## src/rtl/instr_fetch.sv

```systemverilog
// rtl/instr_fetch.sv - program counter, instruction register and single-outstanding fetch FSM
module instr_fetch #(
  parameter logic [15:0] RESET_PC = 16'h0000,
  parameter int          TIMEOUT  = 15
) (
  input  logic        Clock,
  input  logic        Reset,
  input  logic        PCWrite,
  input  logic        PCIncrement,
  input  logic        PCReset,
  input  logic [15:0] PCIn,
  input  logic        IRWrite,
  input  logic        IRReset,
  input  logic [15:0] MemData,
  input  logic        MemAck,
  output logic        MemReq,
  output logic [15:0] MemAddr,
  output logic [15:0] PC,
  output logic [15:0] INS,
  output logic        FetchValid,
  output logic        FetchErr,
  output logic        Busy
);

  typedef enum logic {
    S_IDLE = 1'b0,
    S_REQ  = 1'b1
  } state_t;

  // Last wait-count value before a fetch is abandoned; the REQ state lasts TIMEOUT cycles.
  localparam logic [7:0] LP_LAST = 8'(TIMEOUT - 1);

  state_t      r_state;
  logic [15:0] r_pc;
  logic [15:0] r_ir;
  logic [15:0] r_mem_addr;
  logic        r_mem_req;
  logic [7:0]  r_cnt;
  logic        r_fetch_valid;
  logic        r_fetch_err;

  // Program counter: PCReset beats PCWrite beats PCIncrement; free to change during a fetch.
  always_ff @(posedge Clock) begin
    if (!Reset) begin
      r_pc <= RESET_PC;
    end else if (PCReset) begin
      r_pc <= RESET_PC;
    end else if (PCWrite) begin
      r_pc <= PCIn;
    end else if (PCIncrement) begin
      r_pc <= r_pc + 16'd1;
    end
  end

  // Fetch FSM: latch the address on entry to REQ, then wait for MemAck or the timeout.
  always_ff @(posedge Clock) begin
    if (!Reset) begin
      r_state       <= S_IDLE;
      r_ir          <= 16'h0000;
      r_mem_addr    <= 16'h0000;
      r_mem_req     <= 1'b0;
      r_cnt         <= 8'd0;
      r_fetch_valid <= 1'b0;
      r_fetch_err   <= 1'b0;
    end else begin
      r_fetch_valid <= 1'b0;
      r_fetch_err   <= 1'b0;
      if (IRReset) begin
        r_ir      <= 16'h0000;
        r_state   <= S_IDLE;
        r_mem_req <= 1'b0;
        r_cnt     <= 8'd0;
      end else begin
        case (r_state)
          S_IDLE: begin
            if (IRWrite) begin
              r_state    <= S_REQ;
              r_mem_req  <= 1'b1;
              r_mem_addr <= r_pc;
              r_cnt      <= 8'd0;
            end
          end
          S_REQ: begin
            if (MemAck) begin
              r_ir          <= MemData;
              r_state       <= S_IDLE;
              r_mem_req     <= 1'b0;
              r_cnt         <= 8'd0;
              r_fetch_valid <= 1'b1;
            end else if (r_cnt == LP_LAST) begin
              r_state     <= S_IDLE;
              r_mem_req   <= 1'b0;
              r_cnt       <= 8'd0;
              r_fetch_err <= 1'b1;
            end else begin
              r_cnt <= r_cnt + 8'd1;
            end
          end
          default: begin
            r_state   <= S_IDLE;
            r_mem_req <= 1'b0;
          end
        endcase
      end
    end
  end

  assign MemReq     = r_mem_req;
  assign MemAddr    = r_mem_addr;
  assign PC         = r_pc;
  assign INS        = r_ir;
  assign FetchValid = r_fetch_valid;
  assign FetchErr   = r_fetch_err;
  assign Busy       = (r_state == S_REQ);

endmodule
```

## config.mk

```make
export PLATFORM = sky130hd
export DESIGN_NAME = instr_fetch
export DESIGN_NICKNAME = d
export VERILOG_FILES = /design/src/rtl/instr_fetch.sv
export SDC_FILE = /design/constraint.sdc
export NUM_CORES = 1
export LEC_CHECK = 0
export BUFFER_PORTS_ARGS = -buffer_cell sky130_fd_sc_hd__buf_4
export CORE_MARGIN = 5
export CORE_UTILIZATION = 30
export CTS_BUF_LIST = sky130_fd_sc_hd__clkbuf_8
export DETAILED_ROUTE_END_ITERATION = 8
export SETUP_SLACK_MARGIN = 0.4
export SYNTH_ARGS = -nofsm -noshare
export SYNTH_HDL_FRONTEND = slang
export SYNTH_SLANG_ARGS = --single-unit
export TNS_END_PERCENT = 100
```

## constraint.sdc

```tcl
create_clock -name Clock -period 2.6 [get_ports Clock]
set_input_delay 0.13 -clock Clock [delete_from_list [all_inputs] [get_ports Clock]]
set_output_delay 0.13 -clock Clock [all_outputs]
set_load 0.01 [all_outputs]
```

==> flow_summary.ini <==
[final_layout]
fin_util = 0.410
regArea_um2 = 1200
n_antenna_cell = 0
multi_input_area_um2 = 1300
final_nets = 446
nFillCells = 915
syn_to_final_growth_pct = 35.1
drive_gt1_frac = 0.276

[floorplan]
die_h_um = 103
dieArea_um2 = 10700
die_width_um = 103
pin_count = 92
core_region_area_um2 = 8590
start_util = 0.304
fp-row-count = 34

[global_routing]
grt_first_pass_wirelength_mm = 11.2
grt_use_met3 = 0.0530
grt-ovfl-total = 0
grt_max_degree = 22
use_met1 = 0.180
track_usage = 0.135
grt.busiest_layer = met2
gr-usage-met2 = 0.199
grt_pass1_vias = 2348
antenna_found_initial = 0

[setup_path]
crit_required_ns = 2.85
crit_fanout = 10
critPathKind = reg2reg
critPathMaxStageDelay_ns = 0.48
cp_cell_sequence = nand4_4 -> or3_1 -> or4_1 -> o221ai_1
end_kind = flip-flop
cp.arrival_ns = 2.02
start_kind = flip-flop
crit_slowest_cell = dfxtp_1

[timing]
min_period_ns = 1.76
finalCritPeriodShare = 0.678
rsz0062_at_grt = false
slew-limit-headroom = 0.581
final_max_slew_viol_count = 0
fmax_mhz = 567
finalSetupTns_ns = 0
layout_setup_ws_ns = 0.838
setup_viol = 0
whs_ns = 0.0306
finalHoldViolCount = 0
worst_slew_pin_slew_ns = 0.626
fin_worst_skew_ns = 0.00464

[clock_tree]
clockRootBuffer = clkbuf_8
cts-resized-gates = 0
cts_buffer_depth = 2
clk_transition_reported_paths_ns = 0.06
cts_buffers = 9
cts_sinks = 60
cts_tree = yes
postCtsHoldBufs = 0
cts_setup_buffers = 0
htree_levels = 3
insertion_delay_ns = 0.34

[synthesis]
yosysMostFrequentCell = nand2_1
synth_nets = 360
synth_top_family_by_area = simple AND/OR/NAND/NOR gates
async_reset_ff_frac = 0
synth_mux_area_frac = 0.0153
synth.area.top_cells = dfxtp_1, nand2_1, a21oi_1
avgSynthCellArea_um2 = 8.23
ys_ff_latch = 60
postSynthCellCount = 317
synthFlopType = dfxtp_1
syn_area_um2 = 2610
synth_fa_ha_area_frac = 0.0144
synth_xor_area_frac = 0.0436
yosysWarnings = 0
synth-edff-count = 0
synth_area_leader_cell = dfxtp_1
synth_cell_types = 39
synthTopCellsByCount = nand2_1, dfxtp_1, a21oi_1
synth_compound_area_frac = 0.157
synth-simple-area-share = 0.269
synth-seq-area-share = 0.460
synth_top_area_frac = 0.460

[pwr]
p_int_w = 0.00135
combPwrFrac = 0.095
switching_share = 0.257
p_switching_w = 0.000469
peakVddDrop_v = 0.000218
power_frac_seq = 0.526
clockPowerShare = 0.379
p_leak_nw = 1.36
p_per_area_nw_per_um2 = 518

[outcome]
run_status = finished, final reports clean

[place]
place_hpwl_mm = 5.29
port_buffers = 91
place.gp.congestion = 0.847
pre_cts_ws_ns = 0.888

[detailed_routing]
drt-initial-drc-count = 40
wire_per_inst_um = 13.6
route.detailed.drc = 0
viasPerCell = 4.81
wirelength_mm = 7.00
ant_nets = 0
vias = 2471
firstDrtPassIters = 4

[worst_hold_path]
hp-class = in2reg

[run]
max-cap-violations = 0
metal layers:
layer  routed length, um  vias up
met5                   0        -
met1                3260     1111
li1                    -     1260
met4                  86        0
met2                2980       88
met3                 668       12
power groups by stage:
stage	logic (W)	clock network (W)	registers (W)
floorplan	0.0000768	0	0.000984
global placement	0.000176	0	0.000979
detailed placement	0.000175	0	0.000981
CTS	0.000176	0.000718	0.000960
global route	0.000192	0.000762	0.000963
finish	0.000174	0.000691	0.000960
registers in the layout, summed over array words and instances (netlist names):
register    flops
INS            16
MemAddr        16
PC             16
r_cnt           8
Busy            1
FetchErr        1
FetchValid      1
MemReq          1
logic make-up (layout without fill, tap and decap cells):
family	Yosys count	count (layout)
and+or+nand+nor	144	144
AOI/OAI and AO/OA	67	67
DFF	60	60
buffers and inverters	26	115
xor gates and xnor gates	13	13
muxes	4	4
adders and majority gates	3	3
critical path: cells and delay by family (launching register included):
family / cells / cell delay [ns]
AND/OR/NAND/NOR: 3 / 1.12
flip-flops: 1 / 0.48
AO/OA/AOI/OAI: 1 / 0.08
layout by cell type (no fill, tap or decap), types with 2 or more instances in the layout:
| cell type | n |
|---|---|
| a21boi_0 | 16 |
| nor3_1 | 5 |
| clkinv_2 | 3 |
| clkbuf_8 | 9 |
| nand4_4 | 2 |
| nand4b_1 | 3 |
| ha_1 | 3 |
| inv_1 | 7 |
| a211oi_1 | 2 |
| nor2_1 | 18 |
| or4_1 | 4 |
| dfxtp_1 | 60 |
| xnor2_1 | 12 |
| o21ai_0 | 9 |
| and2_1 | 2 |
| buf_4 | 94 |
| nand2b_1 | 4 |
| nor2b_1 | 2 |
| nand3_1 | 14 |
| a21oi_1 | 30 |
| mux2i_1 | 4 |
| nand4_1 | 6 |
| a31oi_1 | 2 |
| nand2_1 | 71 |
| or3_1 | 2 |
| nor3b_1 | 2 |
| nor4_1 | 6 |
area by class of cell:
type | instances | share of cell area
Clock buffer | 9 | 0.0351
Clock inverter | 5 | 0.00887
Inverter | 7 | 0.00745
Multi-Input combinational cell | 231 | 0.369
Sequential cell | 60 | 0.341
Tap cell | 108 | 0.0383
Timing Repair Buffer | 94 | 0.200
per-stage QoR:
step	total power, W	cells	instance area, um^2
after global placement	0.00116	500	3370
after detailed placement	0.00116	500	3370
after global routing	0.00192	514	3520
after CTS	0.00185	514	3520
final	0.00182	514	3520
after floorplan	0.00106	317	2610
final timing paths:
| kind | from | to | slack [ns] | cells past startpoint |
|---|---|---|---|---|
| worst min-delay path | PCIn[4] | PC[4]$_SDFFE_PP0P_ | 0.03 | 3 |
| worst max register to register | PC[3]$_SDFFE_PP0P_ | PC[15]$_SDFFE_PP0P_ | 0.84 | 4 |
| worst max-delay path | PC[3]$_SDFFE_PP0P_ | PC[15]$_SDFFE_PP0P_ | 0.84 | 4 |
| worst min register to register | INS[5]$_SDFFE_PP0P_ | INS[5]$_SDFFE_PP0P_ | 0.46 | 2 |
No activity file was read; power rests on OpenSTA's default activity.
